File: config.mk
export PLATFORM = sky130hd
export DESIGN_NAME = text_console_writer
export DESIGN_NICKNAME = d
export VERILOG_FILES = /design/src/rtl/text_console_writer.sv
export SDC_FILE = /design/constraint.sdc
export NUM_CORES = 1
export LEC_CHECK = 0
export CORE_ASPECT_RATIO = 0.75
export CORE_UTILIZATION = 55
export DETAILED_ROUTE_END_ITERATION = 7
export PLACE_DENSITY = 0.85
export SYNTH_ARGS = -nofsm -noshare
export SYNTH_HDL_FRONTEND = slang
export SYNTH_SLANG_ARGS = --single-unit
File: constraint.sdc
create_clock -name CLOCK -period 3 [get_ports CLOCK]
set_clock_uncertainty 0.15 [all_clocks]
set_input_delay 0.45 -clock CLOCK [delete_from_list [all_inputs] [get_ports CLOCK]]
set_output_delay 0.45 -clock CLOCK [all_outputs]
set_load 0.01 [all_outputs]
File: src/rtl/text_console_writer.sv
// Writer side of the text-mode character RAM. It turns a terminal-style byte stream into
// cell writes, cursor moves, clear-screen and hardware scroll-up.
module text_console_writer #(
  parameter int unsigned COLS      = 32,
  parameter int unsigned ROWS      = 30,
  parameter int unsigned COL_W     = 5,
  parameter int unsigned ROW_W     = 5,
  parameter logic [7:0]  FILL_CHAR = 8'h20
) (
  input  logic                   CLOCK,
  input  logic                   RESET_N,
  input  logic [7:0]             in_data,
  input  logic                   in_valid,
  output logic                   in_ready,
  output logic [ROW_W+COL_W-1:0] vram_addr,
  output logic [7:0]             vram_wdata,
  output logic                   vram_we,
  input  logic [7:0]             vram_rdata,
  output logic [ROW_W-1:0]       cursor_row,
  output logic [COL_W-1:0]       cursor_col,
  output logic                   busy
);

  localparam int unsigned AW = ROW_W + COL_W;
  localparam logic [AW-1:0]    LAST_A   = AW'(ROWS * COLS - 1);
  localparam logic [AW-1:0]    COLS_A   = AW'(COLS);
  localparam logic [AW-1:0]    LROW_A   = AW'((ROWS - 1) * COLS);
  localparam logic [ROW_W-1:0] LAST_ROW = ROW_W'(ROWS - 1);
  localparam logic [COL_W-1:0] LAST_COL = COL_W'(COLS - 1);

  typedef enum logic [2:0] {IDLE, PUTC, SCRL_RD, SCRL_WR, FILL} state_t;

  state_t           state_q, state_d;
  logic [ROW_W-1:0] row_q, row_d;
  logic [COL_W-1:0] col_q, col_d;
  logic [AW-1:0]    ptr_q, ptr_d;
  logic             adv_q, adv_d;
  logic [AW-1:0]    addr_q, addr_d;
  logic [7:0]       wdata_q, wdata_d;
  logic             we_q, we_d;

  // Outputs are computed for the state being entered, so they line up with that state's cycle.
  always_comb begin
    state_d = state_q;
    row_d   = row_q;
    col_d   = col_q;
    ptr_d   = ptr_q;
    adv_d   = adv_q;
    addr_d  = addr_q;
    wdata_d = wdata_q;
    we_d    = 1'b0;
    case (state_q)
      IDLE: begin
        if (in_valid) begin
          case (in_data)
            8'h0D: col_d = '0;
            8'h0A: begin
              col_d = '0;
              if (row_q < LAST_ROW) begin
                row_d = row_q + ROW_W'(1);
              end else begin
                state_d = SCRL_RD;
                ptr_d   = COLS_A;
                addr_d  = COLS_A;
              end
            end
            8'h08: begin
              if (col_q != '0) begin
                col_d   = col_q - COL_W'(1);
                adv_d   = 1'b0;
                state_d = PUTC;
                addr_d  = {row_q, col_q - COL_W'(1)};
                wdata_d = FILL_CHAR;
                we_d    = 1'b1;
              end
            end
            8'h0C: begin
              row_d   = '0;
              col_d   = '0;
              state_d = FILL;
              addr_d  = '0;
              wdata_d = FILL_CHAR;
              we_d    = 1'b1;
            end
            default: begin
              if (in_data >= 8'h20) begin
                adv_d   = 1'b1;
                state_d = PUTC;
                addr_d  = {row_q, col_q};
                wdata_d = in_data;
                we_d    = 1'b1;
              end
            end
          endcase
        end
      end
      PUTC: begin
        state_d = IDLE;
        if (adv_q) begin
          if (col_q == LAST_COL) begin
            col_d = '0;
            if (row_q < LAST_ROW) begin
              row_d = row_q + ROW_W'(1);
            end else begin
              state_d = SCRL_RD;
              ptr_d   = COLS_A;
              addr_d  = COLS_A;
            end
          end else begin
            col_d = col_q + COL_W'(1);
          end
        end
      end
      SCRL_RD: begin
        state_d = SCRL_WR;
        addr_d  = ptr_q - COLS_A;
        we_d    = 1'b1;
      end
      SCRL_WR: begin
        if (ptr_q == LAST_A) begin
          state_d = FILL;
          addr_d  = LROW_A;
          wdata_d = FILL_CHAR;
          we_d    = 1'b1;
        end else begin
          state_d = SCRL_RD;
          ptr_d   = ptr_q + AW'(1);
          addr_d  = ptr_q + AW'(1);
        end
      end
      FILL: begin
        if (addr_q == LAST_A) begin
          state_d = IDLE;
        end else begin
          addr_d = addr_q + AW'(1);
          we_d   = 1'b1;
        end
      end
      default: state_d = IDLE;
    endcase
  end

  always_ff @(posedge CLOCK or negedge RESET_N) begin
    if (!RESET_N) begin
      state_q <= IDLE;
      row_q   <= '0;
      col_q   <= '0;
      ptr_q   <= '0;
      adv_q   <= 1'b0;
      addr_q  <= '0;
      wdata_q <= '0;
      we_q    <= 1'b0;
    end else begin
      state_q <= state_d;
      row_q   <= row_d;
      col_q   <= col_d;
      ptr_q   <= ptr_d;
      adv_q   <= adv_d;
      addr_q  <= addr_d;
      wdata_q <= wdata_d;
      we_q    <= we_d;
    end
  end

  // Scroll copies pass the RAM's registered read data straight through, one cycle after the read.
  assign vram_wdata = (state_q == SCRL_WR) ? vram_rdata : wdata_q;
  assign vram_addr  = addr_q;
  assign vram_we    = we_q;
  assign in_ready   = (state_q == IDLE);
  assign busy       = ~in_ready;
  assign cursor_row = row_q;
  assign cursor_col = col_q;

endmodule

==> qor.tcl, run 1 <==
set qor(run_status) {finished clean}
set qor(clock_sinks) 43
set qor(die_w_um) 93.42
set qor(globalRouteMet3Util) 0.08817
set qor(timing.max_cap.violations) 0
set qor(hold_class) {in -> async}
set qor(placement_rows) 24
set qor(gr-usage-met1) 0.4907
set qor(detail_route.wirelength_um) 10610
set qor(power.switching_fraction) 0.3044
set qor(critical_path_peak_fanout) 10
set qor(ys_seq_elements) 43
set qor(detail_route.drc_violations) 0
set qor(crit_path_cell_trace) {inv_1 -> ha_1 -> or4b_2 -> o41ai_2 -> and2_2 -> a2111oi_4 -> buf_4 -> buf_4 -> a21oi_1 -> a21oi_1}
set qor(min_tclk_post_route_ns) 2.867
set qor(grt_max_degree) 44
set qor(area_growth_syn_to_layout_pct) 23.23
set qor(arrival_ns) 2.89
set qor(max_clock_freq_mhz) 348.8
set qor(seq_power_share) 0.442
set qor(final_util) 0.7181
set qor(yosys.cell_types.count) 69
set qor(io_pins) 50
set qor(area_enclosed_by_the_die_boundary_um2) 6591
set qor(timing.max_slew.rel_slack) 0.3339
set qor(cts.reportedPaths.clkPinSlew_ns) 0.09
set qor(via_count) 3713
set qor(totalNegativeSetupSlack_ns) 0
set qor(cts_hold_buf) 0
set qor(initial_standard_cell_utilization_of_the_core) 0.5827
set qor(grt_busiest_layer) {met1}
set qor(drt-initial-drc-count) 437
set qor(cts.path.max_buffers) 2
set qor(synth_sequential_area_ratio) 0.3122
set qor(power_switching_uw) 485.3
set qor(final-max-slew-violation-count) 0
set qor(placeableCoreArea_um2) 5916
set qor(first_pass_iters) 5
set qor(synthesis.nets) 470
set qor(synth_flop_cell) {sky130_fd_sc_hd__dfrtp_1}
set qor(grt_pass1_wl_um) 17090
set qor(met2_usage) 0.4812
set qor(slowest_stage) {sky130_fd_sc_hd__or4b_2}
set qor(critical_path.top_delay_family) {simple AND/OR/NAND/NOR gates}
set qor(initial_antenna_violation_count) 0
set qor(power.internal_uw) 1109
set qor(cellLeakagePower_uw) 0.001849
set qor(hpwlAfterDp_um) 7826
set qor(max_slew.worst_pin.slew_ns) 0.9992
set qor(final-hold-violation-count) 0
set qor(die_y_um) 70.56
set qor(tcrit_tclk_final) 0.9556
set qor(finalSetupViolCount) 0
set qor(synth_top_area_frac) 0.3122
set qor(pwr_per_cell_area_nw_per_um2) 375.4
set qor(antenna_diode_count) 0
set qor(synth_most_common_cell) {sky130_fd_sc_hd__nand2_1}
set qor(synth-async-reset-ratio) 1.000
set qor(yosysWarningCount) 0
set qor(number_of_vias_per_cell_after_detailed_routing) 6.413
set qor(gp_congestion) 0.9286
set qor(first_global_vias) 3330
set qor(io_buffers) 49
set qor(clock_power_share) 0.300
set qor(grt.overflow.total) 0
set qor(nNetsFinal) 527
set qor(netlist_instances) 443
set qor(antenna_left) 0
set qor(clk_root_buffer_cell) {sky130_fd_sc_hd__clkbuf_8}
set qor(edff_count_synth) 0
set qor(synth_area_leader_cell) {sky130_fd_sc_hd__dfrtp_1}
set qor(timing.setup.critical_path_class) {reg -> reg}
set qor(startpoint_type) {register}
set qor(critPathMaxStageDelay_ns) 0.68
set qor(grt_usage) 0.3313
set qor(critPathBufInv) 3
set qor(avgSynthCellArea_um2) 7.781
set qor(worst_ep_required_time_ns) 3.03
set qor(tritoncts) {done}
set qor(post_synth_instance_area_um2) 3447
set qor(endpoint_kind) {register}
set qor(clkLatencyLatePin_ns) 0.30
set qor(commonest_cells_in_the_synthesized_netlist) {sky130_fd_sc_hd__nand2_1, sky130_fd_sc_hd__dfrtp_1, sky130_fd_sc_hd__o21ai_0}
set qor(layout-drive-gt1-share) 0.1098
set qor(synthTopCellsByArea) {sky130_fd_sc_hd__dfrtp_1, sky130_fd_sc_hd__nand2_1, sky130_fd_sc_hd__o21ai_0, sky130_fd_sc_hd__a21oi_1, sky130_fd_sc_hd__nor2_1}
set qor(share_of_power_burned_in_combinational_logic) 0.258
set qor(vdd_ir_drop_max_v) 0.0004233
set qor(rsz0062_at_grt) {false}
set qor(cts_made_buffers) 5
set qor(routed_wire_length_per_instance_um) 18.32
set qor(cts-htree-levels) 2
worst register-to-register path, stage by stage (launching register included):
cell	delay (ns)
sky130_fd_sc_hd__dfrtp_1	0.45
sky130_fd_sc_hd__inv_1	0.12
sky130_fd_sc_hd__ha_1	0.29
sky130_fd_sc_hd__or4b_2	0.68
sky130_fd_sc_hd__o41ai_2	0.25
sky130_fd_sc_hd__and2_2	0.24
sky130_fd_sc_hd__a2111oi_4	0.06
sky130_fd_sc_hd__buf_4	0.20
sky130_fd_sc_hd__buf_4	0.14
sky130_fd_sc_hd__a21oi_1	0.12
sky130_fd_sc_hd__a21oi_1	0.06
layout make-up:
type / instances / area [um2]
Multi-Input combinational cell: 362 / 2211
Fill cell: 494 / 1668
Sequential cell: 43 / 1076
Timing Repair Buffer: 76 / 700.7
Tap cell: 78 / 97.59
Clock buffer: 6 / 82.58
Inverter: 12 / 45.04
Clock inverter: 2 / 35.03
state kept, by name, indices dropped and copies added, names as in the netlist:
signal and count:
ptr_q 10, vram_addr 10, wdata_q 8, cursor_col 5
cursor_row 5, state_q 3, adv_q 1, vram_we 1
layout by cell type, fill, tap and decap left out, types with 6 or more instances in the layout:
master                             n
sky130_fd_sc_hd__ha_1              8
sky130_fd_sc_hd__nand2_1          72
sky130_fd_sc_hd__xnor2_1           6
sky130_fd_sc_hd__o31ai_1          10
sky130_fd_sc_hd__dfrtp_1          43
sky130_fd_sc_hd__inv_1            12
sky130_fd_sc_hd__buf_4            26
sky130_fd_sc_hd__nor3_1           14
sky130_fd_sc_hd__a21o_1            7
sky130_fd_sc_hd__clkbuf_8          6
sky130_fd_sc_hd__a21oi_1          35
sky130_fd_sc_hd__nor2_1           31
sky130_fd_sc_hd__a31oi_1           6
sky130_fd_sc_hd__clkdlybuf4s50_1  48
sky130_fd_sc_hd__o21ai_0          41
sky130_fd_sc_hd__nand3_1          13
path summary, 6_finish.rpt:
path | startpoint | end | slack, ns | cells past startpoint
max | cursor_col[1] | vram_addr[5] | 0.13 | 10
min | RESET_N | ptr_q[9] | 0.17 | 1
max reg2reg | cursor_col[1] | vram_addr[5] | 0.13 | 10
min reg2reg | wdata_q[0] | wdata_q[0] | 0.34 | 2
max in group asynchronous | RESET_N | vram_addr[1] | 1.92 | 1
min in group CLOCK | wdata_q[0] | wdata_q[0] | 0.34 | 2
through the flow:
| step | hold WS (ns) | cells | setup slack [ns] | cell area (um2) | power [uW] |
|---|---|---|---|---|---|
| 6_report | 0.1650 | 579 | 0.1332 | 4248 | 1594 |
| 2_1_floorplan | 0.004409 | 443 | 0.4673 | 3447 | 915.8 |
| 3_3_place_gp | 0.3124 | 568 | -0.1779 | 4095 | 1104 |
| 4_1_cts | 0.1904 | 576 | 0.1824 | 4225 | 1592 |
| 5_1_grt | 0.2364 | 579 | 0.02431 | 4248 | 1675 |
| 3_5_place_dp | 0.3197 | 568 | -0.2327 | 4095 | 1118 |
per-layer routing:
layer,up-vias,wire [um]
met2,213,4578
met3,14,1205
met1,1728,4690
met4,0,134
li1,1758,-
met5,-,0
kinds of logic after synthesis:
| kind of cell | count (synthesis) | synth area share |
|---|---|---|
| mux | 4 | 0.01234 |
| xor+xnor | 10 | 0.02541 |
| simple gates | 185 | 0.2737 |
| flops | 43 | 0.3122 |
| buf+inv | 38 | 0.05009 |
| compound gates | 155 | 0.2973 |
| fa+ha+maj | 8 | 0.02904 |
power groups by stage:
stage	Combinational [uW]	Sequential (uW)	Clock, uW
floorplan	208	708	0
global placement	393	711	0
detailed placement	404	714	0
CTS	406	702	484
global route	452	713	510
finish	411	705	478
what timing repair did:
action | CTS | global route
gates resized for setup | 1 | 0
endpoints found under the hold margin | 0 | 0
pin swaps | 0 | 1
setup endpoints to repair | 6 | 4
buffers inserted | 0 | 3
No activity file was read; power rests on OpenSTA's default activity.
==> run 2, diff against run 1 <==
--- a/config.mk
+++ b/config.mk
@@ -5,10 +5,12 @@
 export SDC_FILE = /design/constraint.sdc
 export NUM_CORES = 1
 export LEC_CHECK = 0
+export ABC_AREA = 1
 export CORE_ASPECT_RATIO = 0.75
-export CORE_UTILIZATION = 55
+export CORE_UTILIZATION = 57
 export DETAILED_ROUTE_END_ITERATION = 7
-export PLACE_DENSITY = 0.85
+export PLACE_DENSITY = 0.86
+export SLEW_MARGIN = 20
 export SYNTH_ARGS = -nofsm -noshare
 export SYNTH_HDL_FRONTEND = slang
 export SYNTH_SLANG_ARGS = --single-unit
==> run 2 against run 1 <==
Compared with the run above: the run now ends with hold timing left; register-to-register slack improved by 0.35 ns; first-iteration DRC count fell by 0.69%; via count rose by 9.4%; sequential cell count did not move; fmax rose by 5.9%; critical path type is now reg -> out; final area rose by 5.0%; clock power barely moved; area after synthesis rose by 12%; critical path depth fell by 3; highest routed layer unchanged; power fell by 29%; non-clock buffer count fell by 26; sequential share of layout area fell by 1.2 points.
==> qor.tcl, run 2 <==
set qor(tritoncts) {done}
set qor(grt_max_degree) 44 ;# unchanged
set qor(ys_seq_elements) 43 ;# unchanged
set qor(detail_route.wirelength_um) 10660 ;# +0.48%
set qor(yosysWarningCount) 0 ;# unchanged
set qor(finalSetupViolCount) 0 ;# unchanged
set qor(synth-async-reset-ratio) 1.000 ;# unchanged
set qor(timing.max_slew.rel_slack) 0.6167 ;# +0.2828
set qor(worst_ep_required_time_ns) 2.40 ;# -0.63 ns
set qor(layout_commonest_cell) {sky130_fd_sc_hd__nand2_1}
set qor(final-hold-violation-count) 28 ;# +28
set qor(area_enclosed_by_the_die_boundary_um2) 7117 ;# +8.0%
set qor(tcrit_tclk_final) 0.9026 ;# -0.05303
set qor(slowest_stage) {sky130_fd_sc_hd__clkdlybuf4s50_1}
set qor(detail_route.drc_violations) 0 ;# unchanged
set qor(final-max-slew-violation-count) 0 ;# unchanged
set qor(edff_count_synth) 0 ;# unchanged
set qor(initial_antenna_violation_count) 0 ;# unchanged
set qor(die_w_um) 97.09 ;# +3.9%
set qor(io_pins) 50 ;# unchanged
set qor(gp_congestion) 0.9401 ;# +1.2%
set qor(synth_sequential_area_ratio) 0.2784 ;# -0.03375
set qor(first_pass_iters) 5 ;# unchanged
set qor(crit_path_cell_trace) {inv_2 -> nand2_2 -> nor2_4 -> inv_2 -> nand2_1 -> nand2_1 -> clkdlybuf4s50_1}
set qor(commonest_cells_in_the_synthesized_netlist) {sky130_fd_sc_hd__nand2_1, sky130_fd_sc_hd__nand3_1, sky130_fd_sc_hd__nor2_1}
set qor(vdd_ir_drop_max_v) 0.0001977 ;# -53%
set qor(clock_sinks) 43 ;# unchanged
set qor(finalHoldWorstSlack_ns) -0.01075 ;# -0.1758 ns
set qor(cts.path.max_buffers) 2 ;# unchanged
set qor(die_y_um) 73.31 ;# +3.9%
set qor(synth_most_common_cell) {sky130_fd_sc_hd__nand2_1}
set qor(nNetsFinal) 651 ;# +24%
set qor(antenna_left) 0 ;# unchanged
set qor(avgSynthCellArea_um2) 6.641 ;# -15%
set qor(yosys.cell_types.count) 39 ;# -43%
set qor(final_cell_mix) {sky130_fd_sc_hd__nand2_1, sky130_fd_sc_hd__nand3_1, sky130_fd_sc_hd__nor2_1}
set qor(rsz0062_at_grt) {false}
set qor(initial_standard_cell_utilization_of_the_core) 0.6027 ;# +0.02003
set qor(via_count) 4061 ;# +9.4%
set qor(number_of_vias_per_cell_after_detailed_routing) 5.752 ;# -10%
set qor(timing.max_cap.violations) 0 ;# unchanged
set qor(drt-initial-drc-count) 434 ;# -0.69%
set qor(grt_pass1_wl_um) 17580 ;# +2.9%
set qor(cts_made_buffers) 5 ;# unchanged
set qor(grt.overflow.total) 0 ;# unchanged
set qor(synthesis.nets) 609 ;# +30%
set qor(cts.repair_timing.setup_buffer_count) 0 ;# unchanged
set qor(startpoint_type) {register}
set qor(failing_checks) {hold timing}
set qor(clk_root_buffer_cell) {sky130_fd_sc_hd__clkbuf_8}
set qor(placeableCoreArea_um2) 6412 ;# +8.4%
set qor(timing.setup.critical_path_class) {reg -> out}
set qor(critical_path_peak_fanout) 15 ;# +5
set qor(critPathMaxStageDelay_ns) 0.48 ;# -0.20 ns
set qor(totalNegativeSetupSlack_ns) 0 ;# unchanged
set qor(placement_rows) 25 ;# +4.2%
set qor(run_status) {finished with violations}
set qor(first_global_vias) 3594 ;# +7.9%
set qor(netlist_instances) 582 ;# +31%
set qor(synth_area_leader_cell) {sky130_fd_sc_hd__dfrtp_1}
set qor(antenna_diode_count) 0 ;# unchanged
set qor(cts.reportedPaths.clkPinSlew_ns) 0.08 ;# about the same
set qor(max_clock_freq_mhz) 369.3 ;# +5.9%
set qor(io_buffers) 49 ;# unchanged
set qor(endpoint_kind) {output pin}
set qor(post_synth_instance_area_um2) 3865 ;# +12%
set qor(min_tclk_post_route_ns) 2.708 ;# -0.1591 ns
set qor(cts_hold_buf) 0 ;# unchanged
set qor(synth_top_area_frac) 0.2784 ;# -0.03375
set qor(layout-drive-gt1-share) 0.1424 ;# +0.03262
set qor(synthTopCellsByArea) {sky130_fd_sc_hd__dfrtp_1, sky130_fd_sc_hd__nand2_1, sky130_fd_sc_hd__nand3_1, sky130_fd_sc_hd__nor2_1, sky130_fd_sc_hd__inv_1}
set qor(hpwlAfterDp_um) 8040 ;# +2.7%
set qor(arrival_ns) 2.11 ;# -0.78 ns
set qor(cts-htree-levels) 2 ;# unchanged
set qor(max_slew.worst_pin.slew_ns) 0.5750 ;# -0.4242 ns
set qor(hold_class) {in -> async}
set qor(clkLatencyLatePin_ns) 0.31 ;# about the same
set qor(routed_wire_length_per_instance_um) 15.10 ;# -18%
set qor(synth_flop_cell) {sky130_fd_sc_hd__dfrtp_1}
set qor(pwr_per_cell_area_nw_per_um2) 253.2 ;# -33%
set qor(grt_usage) 0.3101 ;# -0.02120
set qor(power_after_layout_uw) 1129 ;# -29%
set qor(cellLeakagePower_uw) 0.002307 ;# +25%
set qor(area_growth_syn_to_layout_pct) 15.38
set qor(cts_resized) 0 ;# -1
-- run 2: cell count changes after synthesis, moves of 10 or more --
cell / change
sky130_fd_sc_hd__o21ai_0: -16
sky130_fd_sc_hd__nand2_1: +91
sky130_fd_sc_hd__o21ai_1: +15
sky130_fd_sc_hd__nor2_4: +14
sky130_fd_sc_hd__nand2_2: +22
sky130_fd_sc_hd__nor3_1: -11
sky130_fd_sc_hd__nand2_4: +12
sky130_fd_sc_hd__nand3_1: +66
sky130_fd_sc_hd__nor2_1: +30
sky130_fd_sc_hd__a21oi_1: -21
sky130_fd_sc_hd__clkbuf_1: -16
sky130_fd_sc_hd__o31ai_1: -10
sky130_fd_sc_hd__inv_1: +38
-- run 2: worst paths after layout --
path / startpoint / end / slack, ns / cells after the start
hold reg to reg: wdata_q[0] / wdata_q[0] / 0.33 / 2
setup reg to reg: cursor_col[0] / vram_addr[0] / 0.48 / 12
max in group asynchronous: RESET_N / vram_addr[2] / 2.32 / 1
hold / removal: RESET_N / wdata_q[4] / -0.01 / 1
setup / recovery: state_q[2] / vram_wdata[3] / 0.29 / 7
min in group CLOCK: wdata_q[0] / wdata_q[0] / 0.33 / 2
-- run 2: layout make-up --
class                   instances  area [um2]
multi-input cells             462        2426
fillers                       574        1953
flip-flops and latches         43        1076
repair buffers                 50       495.5
inverters                      62       242.7
well taps                      81       101.3
clock buffers                   6       82.58
clock inverters                 2       35.03
-- run 2: cell families (layout without fill, tap and decap cells) --
family                     Yosys count  in the layout  share of synthesized area
xor gates and xnor gates             6              6                    0.01360
buffers and inverters               77            120                    0.09388
and+or+nand+nor                    380            380                     0.4940
adders and majority gates            8              8                    0.02590
AOI/OAI and AO/OA                   68             68                    0.09421
DFF                                 43             43                     0.2784
-- run 2: power breakdown --
part | internal, uW | switching [uW]
Sequential | 580 | 1.46
Combinational | 29.6 | 38.2
Clock | 270 | 210
-- run 2: critical path, delay by kind of cell, from the launching register on --
family,cells,cell delay (ns)
simple gates,4,0.52
buf+inv,3,0.82
flops,1,0.46
-- run 2: metal layers --
layer / track usage / wire [um] / vias up
li1: - / - / 1962
met1: 0.4312 / 4803 / 1884
met2: 0.4969 / 4703 / 198
met3: 0.07136 / 1023 / 17
met4: 0.06965 / 129 / 0
met5: 0 / 0 / -
-- run 2: stage by stage --
| stage | area (um2) | setup WS [ns] | utilization | cells | hold WS [ns] |
|---|---|---|---|---|---|
| floorplan | 3865 | 1.004 | - | 582 | 0.004409 |
| global placement | 4339 | 0.5793 | 0.6767 | 698 | 0.3095 |
| detailed placement | 4339 | 0.4786 | 0.6767 | 698 | 0.3155 |
| CTS | 4457 | 0.2826 | 0.6950 | 706 | 0.2025 |
| global route | 4459 | 0.1416 | 0.6954 | 706 | 0.03025 |
| finish | 4459 | 0.2923 | 0.6954 | 706 | -0.01075 |
==> run 3, diff against run 2 <==
--- a/config.mk
+++ b/config.mk
@@ -9,6 +9,7 @@
 export CORE_ASPECT_RATIO = 0.75
 export CORE_UTILIZATION = 57
 export DETAILED_ROUTE_END_ITERATION = 7
+export GPL_ROUTABILITY_DRIVEN = 0
 export PLACE_DENSITY = 0.86
 export SLEW_MARGIN = 20
 export SYNTH_ARGS = -nofsm -noshare
==> run 3 against run 2 <==
Compared with the run above: the flow now finishes without violations; register-to-register slack improved by 0.06 ns; fmax increased by 0.65%; clock power is 22% lower; power fell by 9.5%; sequential cell count unchanged; non-clock buffer count unchanged; die area did not move; critical path depth did not move; critical path type unchanged.
==> qor.tcl, run 3 (synthesis results as in run 2) <==
set qor(cts-htree-levels) 2 ;# unchanged
set qor(layout-drive-gt1-share) 0.1410 ;# -0.001374
set qor(hpwlAfterDp_um) 7868 ;# -2.1%
set qor(finalHoldWorstSlack_ns) 0.0002207 ;# +0.01097 ns
set qor(totalNegativeSetupSlack_ns) 0 ;# unchanged
set qor(first_global_vias) 3581 ;# -0.36%
set qor(final_cell_mix) {sky130_fd_sc_hd__nand2_1, sky130_fd_sc_hd__nand3_1, sky130_fd_sc_hd__nor2_1}
set qor(pwr_per_cell_area_nw_per_um2) 230.7 ;# -8.9%
set qor(final-hold-violation-count) 0 ;# -100%
set qor(io_pins) 50 ;# unchanged
set qor(worst_ep_required_time_ns) 2.40 ;# about the same
set qor(cellLeakagePower_uw) 0.002293 ;# -0.61%
set qor(share_of_power_burned_in_combinational_logic) 0.066 ;# +0.006
set qor(number_of_vias_per_cell_after_detailed_routing) 5.682 ;# -1.2%
set qor(final-max-slew-violation-count) 0 ;# unchanged
set qor(grt_pass1_wl_um) 16990 ;# -3.3%
set qor(arrival_ns) 2.09 ;# -0.02 ns
set qor(layout_commonest_cell) {sky130_fd_sc_hd__nand2_1}
set qor(cts.path.max_buffers) 2 ;# unchanged
set qor(max_slew.worst_pin.slew_ns) 0.5701 ;# -0.004915 ns
set qor(io_buffers) 49 ;# unchanged
set qor(max_clock_freq_mhz) 371.7 ;# +0.65%
set qor(timing.max_slew.rel_slack) 0.6199 ;# +0.003277
set qor(first_pass_iters) 5 ;# unchanged
set qor(timing.setup.critical_path_class) {reg -> out}
set qor(tritoncts) {done}
set qor(initial_antenna_violation_count) 0 ;# unchanged
set qor(detail_route.wirelength_um) 10420 ;# -2.3%
set qor(rsz0062_at_grt) {false}
set qor(placement_rows) 25 ;# unchanged
set qor(timing.max_cap.violations) 0 ;# unchanged
set qor(placeableCoreArea_um2) 6412 ;# unchanged
set qor(area_growth_syn_to_layout_pct) 14.60
set qor(cts_made_buffers) 5 ;# unchanged
set qor(drt-initial-drc-count) 455 ;# +4.8%
set qor(power.switching_fraction) 0.2265 ;# +0.005360
set qor(run_status) {finished clean}
set qor(power_after_layout_uw) 1022 ;# -9.5%
set qor(seq_power_share) 0.569 ;# +0.054
set qor(nNetsFinal) 651 ;# unchanged
set qor(sequential_cell_area_um2) 1076 ;# unchanged
set qor(detail_route.drc_violations) 0 ;# unchanged
set qor(final_cells) 705 ;# -0.14%
set qor(die_y_um) 73.31 ;# unchanged
set qor(initial_standard_cell_utilization_of_the_core) 0.6027 ;# unchanged
set qor(routed_wire_length_per_instance_um) 14.78 ;# -2.1%
set qor(clkLatencyLatePin_ns) 0.29 ;# -0.02 ns
set qor(vdd_ir_drop_max_v) 0.0001911 ;# -3.4%
set qor(finalSetupViolCount) 0 ;# unchanged
set qor(final.fill_count) 570 ;# -0.70%
set qor(grt_max_degree) 44 ;# unchanged
set qor(area_enclosed_by_the_die_boundary_um2) 7117 ;# unchanged
set qor(antenna_left) 0 ;# unchanged
set qor(endpoint_kind) {output pin}
set qor(clk_root_buffer_cell) {sky130_fd_sc_hd__clkbuf_8}
set qor(cts_resized) 0 ;# unchanged
set qor(cts.repair_timing.setup_buffer_count) 0 ;# unchanged
set qor(tcrit_tclk_final) 0.8968 ;# -0.005788
set qor(power_switching_uw) 231.5 ;# -7.3%
set qor(clock_power_share) 0.365 ;# -0.060
set qor(cts_hold_buf) 0 ;# unchanged
set qor(power.internal_uw) 790.5 ;# -10%
set qor(clock_sinks) 43 ;# unchanged
set qor(antenna_diode_count) 0 ;# unchanged
set qor(startpoint_type) {register}
set qor(cts.reportedPaths.clkPinSlew_ns) 0.08 ;# about the same
set qor(place.detailed.instances) 698 ;# unchanged
set qor(die_w_um) 97.09 ;# unchanged
set qor(critical_path_peak_fanout) 15 ;# unchanged
set qor(via_count) 4006 ;# -1.4%
set qor(total_area_of_multi_input_combinational_cells_um2) 2426 ;# unchanged
set qor(hold_class) {in -> async}
set qor(min_tclk_post_route_ns) 2.690 ;# -0.01737 ns
set qor(grt_usage) 0.2995 ;# -0.01065
set qor(grt.overflow.total) 0 ;# unchanged
-- run 3: cell count changes in the layout (fill, tap and decap cells not counted) --
cell                        delta
sky130_fd_sc_hd__bufinv_16     -1
-- run 3: power groups by stage --
stage	clock network (uW)	logic, uW	registers (uW)
final	373	67.7	582
after global routing	402	75.3	582
after CTS	380	67.8	582
after global placement	0	66.3	593
after detailed placement	0	67.5	593
after floorplan	0	24.5	593
-- run 3: through the flow --
step                setup slack, ns  instance area (um2)  utilization
floorplan                     1.004                 3865            -
global placement             0.5864                 4339       0.6767
detailed placement           0.5171                 4339       0.6767
CTS                          0.2936                 4427       0.6903
global route                 0.1835                 4429       0.6907
finish                       0.3096                 4429       0.6907
-- run 3: critical path, stage by stage (launching register included) --
cell	delay [ns]
sky130_fd_sc_hd__dfrtp_1	0.45
sky130_fd_sc_hd__inv_2	0.13
sky130_fd_sc_hd__nand2_2	0.08
sky130_fd_sc_hd__nor2_4	0.29
sky130_fd_sc_hd__inv_2	0.21
sky130_fd_sc_hd__nand2_1	0.10
sky130_fd_sc_hd__nand2_1	0.06
sky130_fd_sc_hd__clkdlybuf4s50_1	0.48
-- run 3: final timing paths --
check / to / start / slack (ns) / depth (start not counted)
hold / removal: adv_q / RESET_N / 0.0002 / 1
setup reg to reg: vram_addr[2] / cursor_col[1] / 0.54 / 12
hold reg to reg: wdata_q[6] / wdata_q[6] / 0.32 / 2
setup / recovery: vram_wdata[2] / state_q[2] / 0.31 / 7
max in group asynchronous: vram_addr[8] / RESET_N / 2.32 / 1
min in group CLOCK: wdata_q[6] / wdata_q[6] / 0.32 / 2
-- run 3: metal layers --
metal  global-route usage  routed length, um  vias to the layer above
met2               0.4828               4639                      180
met5                    0                  0                        -
met3              0.05709                905                        8
met4              0.06302                 72                        0
li1                     -                  -                     1956
met1               0.4235               4802                     1862
-- run 3: cell type report --
type	count	area share
Tap cell	81	0.02288
Inverter	62	0.05480
Timing Repair Buffer	50	0.1119
Multi-Input combinational cell	462	0.5477
Clock inverter	1	0.001130
Clock buffer	6	0.01864
Sequential cell	43	0.2429
